### config.mk
export PLATFORM = sky130hd
export DESIGN_NAME = rotacion_izquierda_secuencial
export DESIGN_NICKNAME = d
export VERILOG_FILES = /design/src/rtl/rotacion_izquierda_secuencial.sv
export SDC_FILE = /design/constraint.sdc
export NUM_CORES = 1
export LEC_CHECK = 0
export CAP_MARGIN = 40
export CELL_PAD_IN_SITES_DETAIL_PLACEMENT = 0
export CELL_PAD_IN_SITES_GLOBAL_PLACEMENT = 1
export CORE_AREA = 2 2 58 60
export DETAILED_ROUTE_END_ITERATION = 10
export DIE_AREA = 0 0 60 62
export PLACE_DENSITY_LB_ADDON = 0.1
export SLEW_MARGIN = 25
export SYNTH_ARGS = -nofsm -noshare
export SYNTH_HDL_FRONTEND = slang
export SYNTH_SLANG_ARGS = --single-unit
### constraint.sdc
create_clock -name clk -period 1.7 [get_ports clk]
set_input_delay 0.51 -clock clk [delete_from_list [all_inputs] [get_ports clk]]
set_output_delay 0.51 -clock clk [all_outputs]
set_load 0.01 [all_outputs]
### src/rtl/rotacion_izquierda_secuencial.sv
// Iterative rotate-left unit: one bit position per clock under a start/busy/done handshake.
// Inverse of the combinational rotate-right shifter (codes 8-15 pass the operand through).
module rotacion_izquierda_secuencial #(
    parameter int unsigned N = 8
) (
    input  logic         clk,
    input  logic         rst_n,
    input  logic         start,
    input  logic [N-1:0] a,
    input  logic [3:0]   b,
    output logic [N-1:0] z,
    output logic         busy,
    output logic         done
);

    localparam int unsigned CW = 4;

    typedef enum logic [1:0] {
        IDLE = 2'd0,
        ROT  = 2'd1,
        DONE = 2'd2
    } state_t;

    state_t        state, state_nx;
    logic [N-1:0]  acc, acc_nx, z_nx, rot_c;
    logic [CW-1:0] cnt, cnt_nx, amt_c;
    logic          busy_nx, done_nx;

    // Codes 8-15 are a pass-through in the rotate-right shifter, so they rotate by zero here.
    assign amt_c = b[3] ? CW'(0) : b;
    assign rot_c = {acc[N-2:0], acc[N-1]};

    always_ff @(posedge clk or negedge rst_n) begin
        if (!rst_n) begin
            state <= IDLE;
            acc   <= '0;
            cnt   <= '0;
            z     <= '0;
            busy  <= 1'b0;
            done  <= 1'b0;
        end else begin
            state <= state_nx;
            acc   <= acc_nx;
            cnt   <= cnt_nx;
            z     <= z_nx;
            busy  <= busy_nx;
            done  <= done_nx;
        end
    end

    // Next state, datapath and registered-output next values.
    always_comb begin
        state_nx = state;
        acc_nx   = acc;
        cnt_nx   = cnt;
        z_nx     = z;
        busy_nx  = 1'b0;
        done_nx  = 1'b0;
        case (state)
            IDLE: begin
                if (start) begin
                    acc_nx  = a;
                    cnt_nx  = amt_c;
                    busy_nx = 1'b1;
                    if (amt_c == CW'(0)) begin
                        state_nx = DONE;
                        done_nx  = 1'b1;
                        z_nx     = a;
                    end else begin
                        state_nx = ROT;
                    end
                end
            end
            ROT: begin
                acc_nx  = rot_c;
                cnt_nx  = cnt - CW'(1);
                busy_nx = 1'b1;
                if (cnt == CW'(1)) begin
                    state_nx = DONE;
                    done_nx  = 1'b1;
                    z_nx     = rot_c;
                end
            end
            DONE: begin
                state_nx = IDLE;
            end
            default: begin
                state_nx = IDLE;
            end
        endcase
    end

endmodule

==> results of run 1 <==
[worst paths after layout]
path	cells past startpoint	endpoint	slack, ns	startpoint
worst min-delay path	2	acc[4]	0.50	acc[4]
worst max register to register	7	z[4]	0.09	cnt[1]
max in group asynchronous	2	done	0.93	rst_n
worst min register to register	2	acc[4]	0.50	acc[4]
min in group asynchronous	2	cnt[2]	0.53	rst_n
worst max-delay path	6	z[4]	0.03	b[2]
[registers in the layout, indices dropped and copies added (netlist names)]
signal / count
acc: 8
busy: 1
state: 2
z: 8
cnt: 4
done: 1
[cells by family after synthesis]
logic type / after synthesis / share of synthesized area
AO/OA/AOI/OAI: 16 / 0.0984
adder cells (fa/ha/maj): 2 / 0.0221
buffers and inverters: 11 / 0.0453
flip-flops: 24 / 0.530
multiplexers: 17 / 0.172
AND/OR/NAND/NOR: 33 / 0.131
[metrics by stage]
stage | area [um^2] | worst slack (ns) | util | total power [W]
after floorplan | 1130 | 0.131 | - | 0.00177
after global placement | 1470 | -0.315 | 0.463 | 0.00228
after detailed placement | 1470 | -0.374 | 0.463 | 0.00231
after CTS | 1540 | 0.0291 | 0.484 | 0.00268
after global routing | 1570 | -0.00864 | 0.494 | 0.00292
final | 1570 | 0.0256 | 0.494 | 0.00270
[per-layer routing]
layer	wire length, um	share of wire	global-route usage
met4	0	0	0.0190
met1	1140	0.48	0.194
met2	1130	0.48	0.242
met5	0	0	0
met3	113	0.047	0.0476
[critical path, stage by stage]
cell and delay, ns:
clkdlybuf4s50_1 0.43, nor3_2 0.25, nor2_2 0.08, o21ai_4 0.18, buf_4 0.15, mux2_4 0.29
[where the power goes]
group | leakage [nW] | internal (W) | total, W | switching, W
Combinational | 0.409 | 0.000666 | 0.00126 | 0.000597
Sequential | 0.293 | 0.000847 | 0.00103 | 0.000181
Clock | 0.0279 | 0.000239 | 0.000405 | 0.000167
Total | 0.730 | 0.00175 | 0.00270 | 0.000945
[final cells by class]
type,count,area share
tap,46,0.0367
inverter,7,0.0167
clock buffer,3,0.0144
sequential,24,0.383
timing repair buffer,38,0.212
multi-input combinational,68,0.318
clock inverter,1,0.0191
[placed cells by master (no fill, tap or decap), drive strengths merged]
master and count:
buf 14, or4 1, o21ai 8, clkbuf 3
a31oi 3, nand2 20, nor3b 1, mux2 8
nor2 5, mux2i 9, nand3 1, o21bai 1
dlygate4sd2 10, nor2b 2, clkdlybuf4s50 14, a22oi 1
nand2b 2, ha 2, o32ai 1, nor3 1
o221ai 2, bufinv 1, inv 7, dfrtp 24
[repair_timing]
action	4_1_cts	5_1_grt
setup endpoints to repair	13	3
pin swaps	0	1
hold buffers	0	0
resized for setup	12	2
setup buffers	2	3
==> results_dict.tcl, run 1 <==
set metrics [dict create \
    synth-seq-area-share 0.530 \
    drive_gt1_frac 0.206 \
    initial_core_util 0.356 \
    clock_latency_ns 0.32 \
    grtUsageTotal 0.146 \
    syn_nets 120 \
    syn_area_per_cell_um2 11.0 \
    p_leak_nw 0.730 \
    critPathKind "primary input to flip-flop" \
    clkTransAtPathRegs_ns 0.13 \
    drv_cap 0 \
    hold_path.class "flip-flop to flip-flop" \
    cp.arrival_ns 1.90 \
    io_pins 25 \
    dp_cells 178 \
    yosysUniqueCellTypes 28 \
    hold_ws_ns 0.495 \
    grt_setup_unrepaired "true" \
    status "completed" \
    setup_viol 0 \
    vdd.ir_drop.worst_mv 0.878 \
    path_max_fanout 4 \
    crit_path_start_kind "primary input" \
    nFillCells 313 \
    yosys.area.top_type_share 0.530 \
    cts.sinks 24 \
    seq_area_um2 601 \
    ys_warn_count 0 \
    cts-root-buf "clkbuf_4" \
    post_drt_via_cell_ratio 4.62 \
    grt_max_degree 25 \
    totalWireLength_mm 2.38 \
    fmaxAchievable_mhz 597 \
    crit_required_ns 1.92 \
    max_slew_margin 0.781 \
    htree_levels 1 \
    wire_per_inst_um 12.7 \
    ant_nets 0 \
    die-area_um2 3720 \
    finalNonFillerCells 187 \
    vias 864 \
    worst_slew_pin_slew_ns 0.327 \
    finClkSkew_ns 0.0135 \
    yosysTopAreaCell "dfrtp_1" \
    tns_ns 0 \
    grt_overflow_total 0 \
    power.density_nw_per_um2 1720 \
    die_w_um 60 \
    nets 159 \
    multiInputGateArea_um2 499 \
    cts_tree "built" \
    rows 21 \
    diodes 0 \
    syn_inst 103 \
    yosys-top-cells-area "dfrtp_1 53%, mux2i_1 8.0%, nand2_1 6.3%, mux2_4 5.3%, mux2_1 4.0%" \
    hold_viol_final 0 \
    ys_ff_latch 24 \
    drt_iter0_markers 19 \
    ys.flop_type "dfrtp_1" \
    synth_edf_count 0 \
    area_delta_synth_final_pct 38.6 \
    grt_first_pass_wirelength_mm 3.98 \
    portBuffers 24 \
    min_period_over_period 0.985 \
    yosysMostFrequentCell "dfrtp_1" \
    fp.dieH_um 62 \
    drt_pass1_iterations 4 \
    cts_buffers 3 \
    antenna_found_initial 0 \
    netlist_area_um2 1130 \
    grt_pass1_vias 861 \
    maxSlewViolCount 0 \
    synth_async_sr_flop_share 1.00 \
    critPathCaptureType "flip-flop" \
    core_um2 3180 \
    gp_congestion 0.755 \
    cts_buffer_depth 2 \
    dp_hpwl_mm 1.80 \
    finalCriticalPeriod_ns 1.67 \
    synth_common_cells "24 x dfrtp_1, 19 x nand2_1, 9 x mux2i_1" \
    route.detailed.drc 0 \
]
Note: power is estimated with default switching activity, not from simulation.
==> run 2, diff against run 1 <==
- SETUP_SLACK_MARGIN: unset -> 0.5
- SKIP_CTS_REPAIR_TIMING: unset -> 1
==> results_dict.tcl, run 2 (same netlist as run 1, synthesis figures left out) <==
set metrics [dict create \
    vias 867 \
    tns_ns 0 \
    diodes 0 \
    grt_pass1_vias 855 \
    status "completed" \
    finClkSkew_ns 0.00240 \
    area_delta_synth_final_pct 52.2 \
    top_regs "acc (8), z (8), cnt (4)" \
    clock_latency_ns 0.31 \
    cts.sinks 24 \
    endpoint "z[6]" \
    gp_congestion 0.708 \
    rows 21 \
    ant_nets 0 \
    grtUsageTotal 0.148 \
    io_pins 25 \
    clkTransAtPathRegs_ns 0.13 \
    maxSlewViolCount 0 \
    htree_levels 1 \
    power.density_nw_per_um2 1720 \
    grt_first_pass_wirelength_mm 4.00 \
    grt_max_degree 25 \
    drt_iter0_markers 10 \
    power.share.switching 0.360 \
    r2r_start "cnt[1]" \
    cts-root-buf "clkbuf_4" \
    grt_overflow_total 0 \
    critPathCaptureType "flip-flop" \
    critPathKind "primary input to flip-flop" \
    fp.dieH_um 62 \
    nFillCells 285 \
    p_seq_frac 0.363 \
    drt_pass1_iterations 3 \
    fmaxAchievable_mhz 625 \
    pwr-share-comb 0.537 \
    totalWireLength_mm 2.57 \
    vdd.ir_drop.worst_mv 0.773 \
    drive_gt1_frac 0.448 \
    layout_commonest_cell "dfrtp_1" \
    multiInputGateArea_um2 596 \
    drv_cap 0 \
    path_max_fanout 5 \
    p_leak_nw 0.822 \
    route.detailed.drc 0 \
    rrSetupSlack_ns 0.13 \
    cts_buffers 3 \
    wire_per_inst_um 13.4 \
    die-area_um2 3720 \
    hp-start "acc[3]" \
    hold_viol_final 0 \
    reg2regPathDepth 7 \
    core_um2 3180 \
    p_int_w 0.00190 \
    p_sw_w 0.00107 \
    pwr-share-clk 0.100 \
    cts_tree "built" \
    hold_path.class "flip-flop to flip-flop" \
    initial_core_util 0.356 \
    seq_area_um2 604 \
    grt_setup_unrepaired "true" \
    finalCriticalPeriod_ns 1.60 \
    mostFrequentLayoutCells "21 x dfrtp_1, 14 x nand2_1, 11 x buf_4, 10 x clkdlybuf4s50_1, 9 x clkbuf_2" \
    antenna_found_initial 0 \
    startpoint "b[2]" \
    post_drt_via_cell_ratio 4.54 \
    min_period_over_period 0.940 \
    finalNonFillerCells 191 \
    cts_buffer_depth 2 \
    die_w_um 60 \
    crit_path_start_kind "primary input" \
    nets 163 \
    worst_slew_pin_slew_ns 0.309 \
    reg2reg_to "z[6]" \
    portBuffers 24 \
    crit_required_ns 1.91 \
    cp.arrival_ns 1.81 \
    setup_viol 0 \
    dp_cells 177 \
    max_slew_margin 0.794 \
]
[run 2: cell types whose count changed in the layout (fill, tap and decap cells not counted), sizes merged]
| cell | previous run | this run |
|---|---|---|
| dlymetal6s2s | 0 | 5 |
| buf | 14 | 17 |
| dlygate4sd2 | 10 | 0 |
| bufinv | 1 | 0 |
| clkdlybuf4s50 | 14 | 10 |
| clkbuf | 3 | 14 |
[run 2: worst min path at each step]
stage                  end  slack [ns]  cells past startpoint
floorplan           acc[0]        0.21                      0
global placement    acc[4]        0.46                      2
detailed placement  acc[3]        0.47                      2
CTS                 acc[3]        0.50                      2
global route        acc[4]        0.51                      2
finish              acc[3]        0.49                      2
[run 2: per-stage QoR]
stage / setup WS (ns) / utilization / power (W) / area, um^2 / hold slack, ns
5_1_grt: 0.0542 / 0.542 / 0.00320 / 1720 / 0.512
3_3_place_gp: -0.303 / 0.483 / 0.00239 / 1540 / 0.460
6_report: 0.101 / 0.542 / 0.00297 / 1720 / 0.492
2_1_floorplan: 0.183 / - / 0.00190 / 1210 / 0.214
4_1_cts: -0.0688 / 0.495 / 0.00272 / 1570 / 0.499
3_5_place_dp: -0.372 / 0.483 / 0.00242 / 1540 / 0.466
[run 2: power by group through the flow]
stage               registers (W)  logic [W]  clock network, W
finish                    0.00108    0.00159          0.000297
global route              0.00112    0.00174          0.000339
CTS                       0.00107    0.00134          0.000313
detailed placement        0.00108    0.00134                 0
global placement          0.00108    0.00132                 0
floorplan                 0.00108   0.000825                 0
[run 2: cell type report]
class                           instances  share of cell area
Clock buffer                            4              0.0211
Inverter                                7              0.0167
Multi-Input combinational cell         68               0.346
Sequential cell                        24               0.351
Tap cell                               46              0.0334
Timing Repair Buffer                   42               0.232
[run 2: critical path, cell delays in order]
cell             delay [ns]
clkdlybuf4s50_1        0.47
nor3_4                 0.16
nor2_2                 0.07
o21ai_4                0.16
buf_12                 0.14
mux2_4                 0.30
[run 2: layer usage]
layer  track usage  share of wire
met5             0              0
met4        0.0667         0.0058
met3        0.0248          0.031
met2         0.242           0.50
met1         0.195           0.46
==> run 3, diff against run 2 <==
- CTS_CLUSTER_DIAMETER: unset -> 50
- RECOVER_POWER: unset -> 25
==> results_dict.tcl, run 3 (same netlist as run 1, synthesis figures left out) <==
set metrics [dict create \
    status "completed" \
    area_delta_synth_final_pct 51.9 \
    clkTransAtPathRegs_ns 0.13 \
    hold_viol_final 0 \
    antenna_found_initial 0 \
    grtUsageTotal 0.148 \
    maxSlewViolCount 0 \
    htree_levels 1 \
    startpoint "b[2]" \
    drt_pass1_iterations 3 \
    drt_iter0_markers 10 \
    cts_buffers 3 \
    rows 21 \
    grt_overflow_total 0 \
    vdd.ir_drop.worst_mv 0.773 \
    grt_setup_unrepaired "true" \
    route.detailed.drc 0 \
    drive_gt1_frac 0.448 \
    r2r_start "cnt[1]" \
    io_pins 25 \
    die-area_um2 3720 \
    portBuffers 24 \
    hold_path.class "flip-flop to flip-flop" \
    die_w_um 60 \
    setup_viol 0 \
    worst_slew_pin_slew_ns 0.595 \
    cts_buffer_depth 2 \
    cp.arrival_ns 1.81 \
    power.density_nw_per_um2 1720 \
    critPathCaptureType "flip-flop" \
    cts_tree "built" \
    crit_path_start_kind "primary input" \
    grt_pass1_vias 855 \
    drv_cap 0 \
    layout_commonest_cell "dfrtp_1" \
    crit_required_ns 1.91 \
    finalPower_w 0.00297 \
    ant_nets 0 \
    core_um2 3180 \
    cts.sinks 24 \
    path_max_fanout 5 \
    wire_per_inst_um 13.4 \
    fmaxAchievable_mhz 625 \
    clock_latency_ns 0.31 \
    fin_util 0.541 \
    cts-root-buf "clkbuf_4" \
    fp.dieH_um 62 \
    vias 867 \
    gp_congestion 0.708 \
    nets 163 \
    finalCriticalPeriod_ns 1.60 \
    grt_first_pass_wirelength_mm 4.00 \
    totalWireLength_mm 2.56 \
    finClkSkew_ns 0.00240 \
    diodes 0 \
    critPathKind "primary input to flip-flop" \
    grt_max_degree 25 \
    post_drt_via_cell_ratio 4.54 \
    min_period_over_period 0.940 \
    hp-start "acc[3]" \
    mostFrequentLayoutCells "21 x dfrtp_1, 14 x nand2_1, 10 x clkbuf_2, 10 x buf_4, 9 x clkdlybuf4s50_1" \
    p_leak_nw 0.822 \
    initial_core_util 0.356 \
    max_slew_margin 0.603 \
    top_regs "acc (8), z (8), cnt (4)" \
]
## run 3: cell types whose count changed in the layout (fill, tap and decap cells not counted)
cell             change
buf_4                -1
clkbuf_2             +1
dlygate4sd3_1        +1
clkdlybuf4s50_1      -1
## run 3: metrics by stage
| step | worst slack [ns] | instances | area (um^2) | hold WS [ns] | TNS (ns) |
|---|---|---|---|---|---|
| 2_1_floorplan | 0.183 | 103 | 1210 | 0.214 | 0 |
| 3_5_place_dp | -0.372 | 177 | 1540 | 0.466 | -2.98 |
| 6_report | 0.101 | 191 | 1720 | 0.492 | 0 |
| 3_3_place_gp | -0.303 | 177 | 1540 | 0.460 | -2.63 |
| 5_1_grt | 0.0542 | 191 | 1720 | 0.512 | 0 |
| 4_1_cts | -0.0688 | 181 | 1570 | 0.499 | -0.511 |
## run 3: final timing paths
kind / endpoint / cells after the start / slack [ns]
max reg2reg: z[6] / 7 / 0.13
min in group asynchronous: cnt[2] / 2 / 0.71
min reg2reg: acc[3] / 2 / 0.49
max: z[6] / 6 / 0.10
min: acc[3] / 2 / 0.49
max in group asynchronous: cnt[0] / 2 / 0.56
## run 3: layout make-up
type                            instances  area (um^2)
Clock buffer                            4         36.3
Tap cell                               46         57.6
Timing Repair Buffer                   42          398
Fill cell                             286         1460
Inverter                                7         28.8
Sequential cell                        24          604
Multi-Input combinational cell         68          596
## run 3: power breakdown
part | switching [W] | internal [W] | total (W)
clock network | 0.000166 | 0.000131 | 0.000297
logic | 0.000680 | 0.000912 | 0.00159
registers | 0.000223 | 0.000854 | 0.00108
total | 0.00107 | 0.00190 | 0.00297
## run 3: critical path, stage by stage
cell and delay [ns]:
clkdlybuf4s50_1 0.47, nor3_4 0.16, nor2_2 0.07, o21ai_4 0.16, buf_12 0.14, mux2_4 0.30
## run 3: per-layer routing
| metal | global-route usage | wire length, um |
|---|---|---|
| met1 | 0.195 | 1180 |
| met2 | 0.242 | 1290 |
| met3 | 0.0248 | 79 |
| met4 | 0.0667 | 15 |
| met5 | 0 | 0 |
